### src/rtl/toeplitz_ctrl_pkg.sv
// Shared types and helpers for the Toeplitz extractor sequencing controller.
// Used by toeplitz_ctrl and toeplitz_obuf.
package toeplitz_pkg;

  localparam int CNT_W = 32;

  typedef enum logic [1:0] {
    IDLE,
    SYNC,
    STREAM
  } state_t;

  function automatic int beats(input int n, input int width);
    return n / width;
  endfunction

endpackage

### src/rtl/toeplitz_ctrl_obuf.sv
// L-bit result holding register with valid/ready handshake, sticky overflow
// and a one-cycle drop pulse for results that arrive while the holder is full.
module toeplitz_obuf
  import toeplitz_pkg::*;
#(
  parameter int L = 128
) (
  input  logic         clk,
  input  logic         reset,
  input  logic [L-1:0] d,
  input  logic         strobe,
  output logic [L-1:0] q,
  output logic         valid,
  input  logic         ready,
  output logic         overflow,
  output logic         drop
);

  logic [L-1:0] q_p1;
  logic         vld_p1;
  logic         ovf;
  logic         take;
  logic         load;

  // A strobe is accepted when the holder is empty or being drained this cycle.
  assign take = vld_p1 && ready;
  assign load = strobe && (!vld_p1 || ready);
  assign drop = strobe && vld_p1 && !ready;

  // Capture stage: ext_q -> q_p1.
  always_ff @(posedge clk) begin
    if (reset) begin
      q_p1   <= '0;
      vld_p1 <= 1'b0;
      ovf    <= 1'b0;
    end else begin
      if (load) begin
        q_p1   <= d;
        vld_p1 <= 1'b1;
      end else if (take) begin
        vld_p1 <= 1'b0;
      end
      if (drop) ovf <= 1'b1;
    end
  end

  assign q        = q_p1;
  assign valid    = vld_p1;
  assign overflow = ovf;

endmodule

### src/rtl/toeplitz_ctrl.sv
// Sequencer around the parallel Toeplitz extractor: ping-pong block fill,
// gap-free beat streaming with restart pulses, and result capture.
// Optional statistics counters are enabled by defining TOEPLITZ_CTRL_STATS_EN.
module toeplitz_ctrl
  import toeplitz_pkg::*;
#(
  parameter int N     = 256,
  parameter int L     = 128,
  parameter int WIDTH = 4
) (
  input  logic             clk,
  input  logic             reset,
  input  logic [WIDTH-1:0] in_data,
  input  logic             in_valid,
  output logic             in_ready,
  output logic             ext_reset,
  output logic [WIDTH-1:0] ext_data,
  input  logic [L-1:0]     ext_q,
  input  logic             ext_qstrobe,
  output logic [L-1:0]     out_q,
  output logic             out_valid,
  input  logic             out_ready,
  output logic             overflow,
  output logic             busy,
  output logic [CNT_W-1:0] blk_cnt,
  output logic [CNT_W-1:0] drop_cnt
);

  localparam int BEATS = beats(N, WIDTH);
  localparam int FW    = $clog2(BEATS + 1);
  localparam int BW    = (BEATS > 1) ? $clog2(BEATS) : 1;
  localparam int AW    = $clog2(N);
  localparam logic [FW-1:0] FILL_FULL = FW'(BEATS);
  localparam logic [BW-1:0] LAST_BEAT = BW'(BEATS - 1);

  state_t           state, state_next;
  logic [N-1:0]     fill_buf;
  logic [N-1:0]     shreg;
  logic [FW-1:0]    fill_cnt;
  logic [FW-1:0]    wr_idx;
  logic [AW-1:0]    wr_base;
  logic [BW-1:0]    beat_cnt;
  logic             full;
  logic             accept;
  logic             copy;
  logic             blk_start;
  logic             sync_c;
  logic [WIDTH-1:0] data_c;
  logic             drop;

  assign full     = (fill_cnt == FILL_FULL);
  assign in_ready = !reset && (fill_cnt < FILL_FULL);
  assign accept   = in_valid && in_ready;

  // A copy frees the fill buffer, so a same-cycle beat restarts at the MSBs.
  assign wr_idx  = copy ? '0 : fill_cnt;
  assign wr_base = AW'(N - 1 - int'(wr_idx) * WIDTH);

  always_ff @(posedge clk) begin
    if (reset) begin
      fill_cnt <= '0;
      fill_buf <= '0;
    end else begin
      fill_cnt <= wr_idx + FW'(accept);
      if (accept) fill_buf[wr_base -: WIDTH] <= in_data;
    end
  end

  always_ff @(posedge clk) begin
    if (reset) state <= IDLE;
    else       state <= state_next;
  end

  always_comb begin
    state_next = state;
    copy       = 1'b0;
    blk_start  = 1'b0;
    sync_c     = 1'b0;
    data_c     = '0;
    case (state)
      IDLE: begin
        if (full) begin
          copy       = 1'b1;
          state_next = SYNC;
        end
      end
      SYNC: begin
        sync_c     = 1'b1;
        blk_start  = 1'b1;
        state_next = STREAM;
      end
      STREAM: begin
        data_c = shreg[N-1 -: WIDTH];
        if (beat_cnt == LAST_BEAT) begin
          if (full) begin
            copy      = 1'b1;
            blk_start = 1'b1;
          end else begin
            state_next = IDLE;
          end
        end
      end
      default: state_next = IDLE;
    endcase
  end

  // Stream stage: shreg holds the block being replayed MSB-first.
  always_ff @(posedge clk) begin
    if (copy)                 shreg <= fill_buf;
    else if (state == STREAM) shreg <= shreg << WIDTH;
  end

  always_ff @(posedge clk) begin
    if (reset)                                          beat_cnt <= '0;
    else if (state != STREAM || beat_cnt == LAST_BEAT)  beat_cnt <= '0;
    else                                                beat_cnt <= beat_cnt + 1'b1;
  end

  assign ext_reset = reset || sync_c;
  assign ext_data  = reset ? '0 : data_c;
  assign busy      = (state != IDLE);

  toeplitz_obuf #(
    .L(L)
  ) u_obuf (
    .clk      (clk),
    .reset    (reset),
    .d        (ext_q),
    .strobe   (ext_qstrobe),
    .q        (out_q),
    .valid    (out_valid),
    .ready    (out_ready),
    .overflow (overflow),
    .drop     (drop)
  );

`ifdef TOEPLITZ_CTRL_STATS_EN
  function automatic logic [CNT_W-1:0] sat_inc(input logic [CNT_W-1:0] v);
    return (v == '1) ? v : v + 1'b1;
  endfunction

  logic [CNT_W-1:0] blk_q;
  logic [CNT_W-1:0] drop_q;

  always_ff @(posedge clk) begin
    if (reset) begin
      blk_q  <= '0;
      drop_q <= '0;
    end else begin
      if (blk_start) blk_q  <= sat_inc(blk_q);
      if (drop)      drop_q <= sat_inc(drop_q);
    end
  end

  assign blk_cnt  = blk_q;
  assign drop_cnt = drop_q;
`else
  logic stats_unused;
  assign stats_unused = blk_start | drop;
  assign blk_cnt      = '0;
  assign drop_cnt     = '0;
`endif

endmodule

### config.mk
export PLATFORM = sky130hd
export DESIGN_NAME = toeplitz_ctrl
export DESIGN_NICKNAME = d
export VERILOG_FILES = /design/src/rtl/toeplitz_ctrl_pkg.sv /design/src/rtl/toeplitz_ctrl_obuf.sv /design/src/rtl/toeplitz_ctrl.sv
export SDC_FILE = /design/constraint.sdc
export NUM_CORES = 1
export LEC_CHECK = 0
export ABC_AREA = 0
export BUFFER_PORTS_ARGS = -buffer_cell sky130_fd_sc_hd__buf_4
export CORE_MARGIN = 2
export CORE_UTILIZATION = 58
export CTS_BUF_LIST = sky130_fd_sc_hd__clkbuf_8 sky130_fd_sc_hd__clkbuf_16
export CTS_CLUSTER_DIAMETER = 40
export CTS_CLUSTER_SIZE = 14
export DETAILED_ROUTE_END_ITERATION = 12
export PLACE_DENSITY = 0.91
export SLEW_MARGIN = 20
export SYNTH_ARGS = -nofsm -noshare
export SYNTH_HDL_FRONTEND = slang
export SYNTH_SLANG_ARGS = --single-unit
### constraint.sdc
create_clock -name clk -period 21 [get_ports clk]
set_input_delay 4.2 -clock clk [delete_from_list [all_inputs] [get_ports clk]]
set_output_delay 4.2 -clock clk [all_outputs]
set_load 0.05 [all_outputs]
==> results of run 1 <==
==> kinds of logic after synthesis <==
family	share of synthesized area, %
xor+xnor	0.258
buf+inv	4.44
flops	57.9
simple gates	12.7
other cells	0.0138
mux	21.5
compound gates	2.94
fa+ha+maj	0.138
==> sequential cells by signal, indices dropped and copies added, names as in the netlist <==
signal,flops
beat_cnt,6
shreg,256
u_obuf.valid,1
fill_buf,256
state,2
fill_cnt,7
u_obuf.q,128
u_obuf.overflow,1
==> how the worst max path moves through the flow <==
stage                             end  slack (ns)
after global placement    ext_data[3]       11.53
final                     ext_data[3]       11.51
after CTS                 ext_data[3]       11.51
after detailed placement  ext_data[3]       11.51
after floorplan              shreg[0]        6.54
after global routing      ext_data[1]       11.44
==> cells in the final DEF, fill, tap and decap left out, drive strengths merged, types with 6 or more instances in the layout <==
| cell | synthesis | final |
|---|---|---|
| a21oi | 155 | 155 |
| nor2 | 122 | 122 |
| dfxtp | 401 | 401 |
| and2 | 16 | 16 |
| clkbuf | 105 | 82 |
| clkinv | 0 | 19 |
| nand2b | 134 | 134 |
| buf | 106 | 292 |
| nand2 | 320 | 320 |
| edfxtp | 256 | 256 |
| conb | 1 | 64 |
| mux2 | 252 | 252 |
| nand3 | 80 | 80 |
| xor2 | 6 | 6 |
| inv | 1 | 33 |
| nor2b | 12 | 12 |
| nor3 | 21 | 21 |
| mux2i | 233 | 233 |
==> critical path, cell delays in order <==
cell	delay (ns)
sky130_fd_sc_hd__buf_8	0.21
sky130_fd_sc_hd__nor2_1	0.45
sky130_fd_sc_hd__and2_1	0.20
sky130_fd_sc_hd__buf_4	0.19
==> stage by stage <==
step	utilization [%]	instances	area [um2]	hold slack [ns]
after floorplan	-	2320	27400	0.430
after global placement	62.9	3006	29200	0.440
after detailed placement	63.0	3007	29200	0.447
after CTS	68.4	3145	31700	0.454
after global routing	68.5	3146	31800	0.472
final	68.5	3147	31800	0.455
==> routing by layer <==
layer / routed length, um / GRT usage [%]
met4: 2300 / 10.9
met1: 26900 / 37.1
met2: 35200 / 48.7
met5: 0 / 0
met3: 6720 / 6.31
==> cell type report <==
type / instances / area [um2]
flip-flops and latches: 657 / 15700
fillers: 2920 / 14600
multi-input cells: 1451 / 10500
repair buffers: 292 / 2280
clock buffers: 82 / 2030
well taps: 607 / 759
clock inverters: 56 / 480
inverters: 1 / 3.75
diodes: 1 / 2.50
==> power by group through the flow <==
stage	Sequential (W)	Clock (W)	Combinational [W]
floorplan	0.00141	0	0.0000827
global placement	0.00137	0	0.000187
detailed placement	0.00137	0	0.000190
CTS	0.00134	0.00132	0.000191
global route	0.00134	0.00137	0.000201
finish	0.00134	0.00131	0.000194
==> results.txt, run 1 <==
* Io pins: 338
- Post-detailed-route via-to-cell ratio: 5.81
* Die width: 220 um
- The worst register-to-register path has a depth of 5.
* Largest net degree at the start of global routing: 209
- Count of mapped cells out of synthesis: 2257
- The post-route netlist has 27.2% of its cells at a drive strength greater than 1.
* Maximum root-to-sink buffer count: 3
- In this run the most critical hold path is launched from fill_buf[76].
- The number of setup buffers added after CTS is 0.
- Most used standard cells in the synthesized netlist: 401 x sky130_fd_sc_hd__dfxtp_1, 320 x sky130_fd_sc_hd__nand2_1, 256 x sky130_fd_sc_hd__edfxtp_1, 233 x sky130_fd_sc_hd__mux2i_1, 180 x sky130_fd_sc_hd__mux2_4
- Power density over cell area: 89.6 mW/mm2
- Between clock sinks in the finished design, the worst skew comes to 0.0311 ns.
* Main area contributors after synthesis: sky130_fd_sc_hd__dfxtp_1 30%, sky130_fd_sc_hd__edfxtp_1 28%, sky130_fd_sc_hd__mux2_4 10%
- For the final routed database, the setup TNS stands at 0 ns.
- The final-report max-slew violation count is 0.
* Most common flop cell mapped by yosys: sky130_fd_sc_hd__dfxtp_1
- P_int: 0.00212 W
* Max-cap check violation count: 0
- Final period util: 45.2%
- Counting flops and latches in the post-synthesis netlist gives 657.
- Leakage dissipation: 13.6 nW
- Number of remaining DRC errors: 0
- In this run the critical register-to-register path is captured at shreg[240].
* R2R Setup Slk: 16.85 ns
- The floorplan has 79 rows.
- Average wire per cell in the routed design: 22.6 um
- Total power: 0.00284 W
- Combinational logic burns 6.8% of the power.
* Die Ht: 220 um
- Shortest period the worst path allows: 9.49 ns
- Summed over all instances, the cell type with the most area after synthesis is sky130_fd_sc_hd__dfxtp_1.
- After layout, the worst setup slack is 11.51 ns.
- Total via count after detailed routing: 18300
* Slew Limit Headroom: 21.7%
- Count of flip-flops with a built-in enable after synthesis: 256
- Detailed-placement wirelength estimate: 44.4 mm
- From synthesis to final layout, the design area changed by 17.1%.
- Clock group share of total power: 46.1%
* Path category of the worst min-delay check: flop to flop
- Post-cts hold buffer count: 0
- Run status: finished clean
* Buffer cell driving the clock tree root: sky130_fd_sc_hd__clkbuf_16
* Final count of hold timing violations: 0
- Total number of nets in the final design: 2618
- Counting every sink on the clock net gives 657.
- Number of CTS-inserted buffers: 75
- STA puts the critical path data arrival time at 5.29 ns.
- Critical path fanouts, max: 82
- The startpoint identified for the worst register-to-register timing path is fill_cnt[3].
* Clock latency at the later pin of the worst-skew pair: 0.62 ns
* Core footprint: 0.0464 mm2
- The synthesized design devotes to its leading area cell type 29.6% of total area.
- Number of distinct library cells after synthesis: 45
- The first global-routing pass estimated 107 mm of wire.
- For this run the aggregate overflow at the end of global routing stands at 0.
- Setup repair after global routing left no endpoint under its margin.
* Part of the power in registers: 47.1%
- For this design the total switching power over the nets is 0.000720 W.
- OpenSTA, run right after detailed placement, puts the worst setup slack at 11.51 ns.
- TritonCTS built the clock tree.
- Depth of the CTS H-tree: 3
* Capturing element type of the critical path: primary output
- The die covers 0.0485 mm2.
- Transition time at the pin with the least slew margin: 1.17 ns
* Min-Delay Path Depth: 2
* Average cell area after synthesis: 12.0 um2
- The worst setup path is of the input pin to primary output kind.
- Warnings, synthesis: 0
* Part of the Yosys area used for sequential elements: 57.9%
- Achievable Freq: 0.105 GHz
- Switching part of the total: 25.3%
* Number of nets with antenna violations after routing: 0
- Via count of the first global-routing pass: 18500
- The path with the worst hold slack has its endpoint at fill_buf[76].
* Routed wire length: 71.1 mm
- Number of buffers inserted by port buffering: 273
* Routability-driven placement congestion ratio: 0.872
- Drt pass-1 iters: 5
- The detailed router finished its first iteration with 2051 violations.
- Data on the critical path is required at its endpoint by 16.80 ns.
- IR analysis of the VDD net gives a maximum drop of 0.0000806 V.
- Post-cts gate resize count: 0
- Initial cell density of the core: 58.5%
* Netlist area before placement: 0.0271 mm2
- The number of antenna violations at the first check in global routing is 0.
- Among all cell types in the netlist, the one instantiated most often is sky130_fd_sc_hd__dfxtp_1.
- Async set-reset flop share out of synthesis: 0%
- Clock-pin slew was measured on the worst setup and hold paths at 0.06 ns.
- Setup violations remaining at the end of the flow were counted as 0.
- In the global route stage, overall resource usage came out at 29.1%.
- Kind of launch point of the worst setup path: input pin
* Worst setup path startpoint: reset
Note: power is estimated with default switching activity, not from simulation.
==> inputs of run 2 (changes only) <==
==> constraint.sdc (replaced) <==
create_clock -name clk -period 9.38 [get_ports clk]
set_input_delay 1.876 -clock clk [delete_from_list [all_inputs] [get_ports clk]]
set_output_delay 1.876 -clock clk [all_outputs]
set_load 0.05 [all_outputs]
==> run 2 against run 1 <==
Effect of this change:
- wire length rose by 0.22%
- clock power rose by 140%
- total power rose by 130%
- first-iteration DRC count rose by 6.8%
- non-clock buffer count rose by 2
- highest routed layer unchanged
- final cell count rose by 0.35%
==> results.txt, run 2 (synthesis gave the netlist of run 1 again) <==
* Core footprint: 0.0464 mm2 (unchanged)
* Count of clock tree sinks: 657 (unchanged)
- Final count of negative-setup-slack endpoints: 0 (unchanged)
- The post-detailed-routing wire length is 71.3 mm (was 71.1 mm).
* Most used cells in the layout excluding fill and tap cells: 401 x sky130_fd_sc_hd__dfxtp_1, 320 x sky130_fd_sc_hd__nand2_1, 292 x sky130_fd_sc_hd__buf_4 (was 401 x sky130_fd_sc_hd__dfxtp_1, 320 x sky130_fd_sc_hd__nand2_1, 285 x sky130_fd_sc_hd__buf_4)
- Largest net degree at the start of global routing: 131 (was 209)
- The register clock-pin slew on the reported worst setup and hold paths was 0.06 ns (about the same).
- Shortest period the worst path allows: 4.83 ns
* Critical path fanouts, max: 60 (was 82)
- Total number of nets in the final design: 2624 (was 2618)
- The sum of negative setup slack is 0 ns (unchanged).
- Routability-driven placement congestion ratio: 0.896 (was 0.872)
* Buffer cell driving the clock tree root: sky130_fd_sc_hd__clkbuf_16 (unchanged)
- The area overhead of the layout relative to synthesis is 17.6% (was 17.1%).
* Initial cell density of the core: 58.5% (unchanged)
* Average wire per cell in the routed design: 22.6 um (about the same)
- The slew at the pin closest to its max-slew limit was 1.19 ns (was 1.17 ns).
- The residual antenna-violating net count after detailed routing was 0 (unchanged).
- Io pins: 338 (unchanged)
- The number of violations of the max-capacitance limit is 0 (unchanged).
- Total global routing overflow: 0 (unchanged)
- The count of non-filler cells in the finished layout was 3158 (was 3147).
* Antenna violations before repair: 0 (unchanged)
- The capturing element type of the critical path is a primary output (unchanged).
- Number of remaining DRC errors: 0 (unchanged)
- Via count of the first global-routing pass: 18400 (was 18500)
- The maximum vdd ir drop came to 0.000233 V (was 0.0000806 V).
- Unrepaired setup endpoints after global routing: false (unchanged).
- The worst hold-check path type is flop to flop (unchanged).
- The cell leakage power is 13.6 nW (about the same).
- Leading cell type in the layout, fill and taps excluded: sky130_fd_sc_hd__dfxtp_1 (unchanged)
- Data arrival time at the worst-slack endpoint: 2.96 ns (was 5.29 ns)
* Number of buffers inserted by port buffering: 273 (unchanged)
- Post-cts hold buffer count: 0 (unchanged)
* Depth of the CTS H-tree: 3 (unchanged)
- Maximum root-to-sink buffer count: 3 (unchanged)
- Number of CTS-inserted buffers: 79 (was 75)
* Setup skew after layout: 0.0365 ns (was 0.0311 ns)
- The layout cell share with drive strength beyond 1 is 27.7% (was 27.2%).
- DP Cell Count: 3010 (was 3007)
* Wire length of the first global-routing pass: 107 mm (about the same)
- Run status: finished clean (unchanged).
- The HPWL reported at the end of detailed placement was 45.8 mm (was 44.4 mm).
- The number of antenna cells inserted was 0 (was 1).
- Initial DRC count: 2191 (was 2051)
- The overall die area is 0.0485 mm2 (unchanged).
- The required time reported for the critical path endpoint came to 7.50 ns (was 16.80 ns).
* Number of fill cells: 2942 (was 2920)
* Utilization after layout: 68.8% (was 68.5%)
* Clock tree from TritonCTS: done (unchanged)
- Post-cts gate resize count: 0 (unchanged)
- The total via count in the routed design was 18200 (was 18300).
* Post-detailed-route via-to-cell ratio: 5.77 (was 5.81)
- Achievable Freq: 0.207 GHz
- Kind of launch point of the worst setup path: input pin (unchanged)
- The number of setup buffers added after CTS was 0 (unchanged).
- The clock latency on the worst-skew pair came to 0.63 ns (was 0.62 ns).
* Final Max Slew Viols: 0 (unchanged)
- Die Ht: 220 um (unchanged)
- Final count of hold timing violations: 0 (unchanged)
* Total power: 0.00655 W (was 0.00284 W)
- Final period util: 51.5%
* Drt pass-1 iters: 6 (was 5)
- The overall die width is 220 um (unchanged).
- Global-route usage over all layers: 28.9% (was 29.1%)
- The cell area power density was 205 mW/mm2 (was 89.6 mW/mm2).
* Slew Limit Headroom: 20.4% (was 21.7%)
* WS Path Type: input pin to primary output (unchanged)
* Placement Rows: 79 (unchanged)
-- run 2: power breakdown --
part	internal, W	switching (W)	total [W]
Combinational	0.000114	0.000318	0.000432
Clock	0.00181	0.00131	0.00311
Sequential	0.00298	0.0000265	0.00300
-- run 2: worst max-delay path, cell delays in order --
cell and delay [ns]:
sky130_fd_sc_hd__buf_8 0.19, sky130_fd_sc_hd__nor2_1 0.47, sky130_fd_sc_hd__and2_1 0.21, sky130_fd_sc_hd__buf_4 0.19
-- run 2: routing by layer --
metal | part of all wire (%) | GRT usage, % | vias to the layer above
li1 | - | - | 8138
met1 | 39 | 37.3 | 8930
met2 | 48 | 47.0 | 950
met3 | 9.2 | 7.26 | 215
met4 | 4.0 | 11.4 | 0
met5 | 0 | 0 | -
-- run 2: area by class of cell --
cell class | instances | area (um2) | area share [%]
tap | 607 | 759 | 2.38
multi-input combinational | 1451 | 10500 | 32.9
sequential | 657 | 15700 | 49.2
clock inverter | 61 | 587 | 1.84
clock buffer | 87 | 2140 | 6.72
timing repair buffer | 294 | 2220 | 6.95
inverter | 1 | 3.75 | 0.0118
-- run 2: per-stage QoR --
step / hold WS [ns] / area (um2) / setup slack, ns
2_1_floorplan: 0.430 / 27400 / 0.704
3_3_place_gp: 0.438 / 29200 / 4.31
3_5_place_dp: 0.447 / 29200 / 4.21
4_1_cts: 0.455 / 31900 / 4.54
5_1_grt: 0.471 / 31900 / 4.46
6_report: 0.457 / 31900 / 4.55
-- run 2: final timing paths --
kind / startpoint / end / slack, ns / depth (start not counted)
hold / removal: u_obuf.q[108] / u_obuf.q[108] / 0.46 / 2
setup reg to reg: fill_cnt[3] / shreg[113] / 4.98 / 5
setup / recovery: reset / ext_data[0] / 4.55 / 4
hold reg to reg: u_obuf.q[108] / u_obuf.q[108] / 0.46 / 2
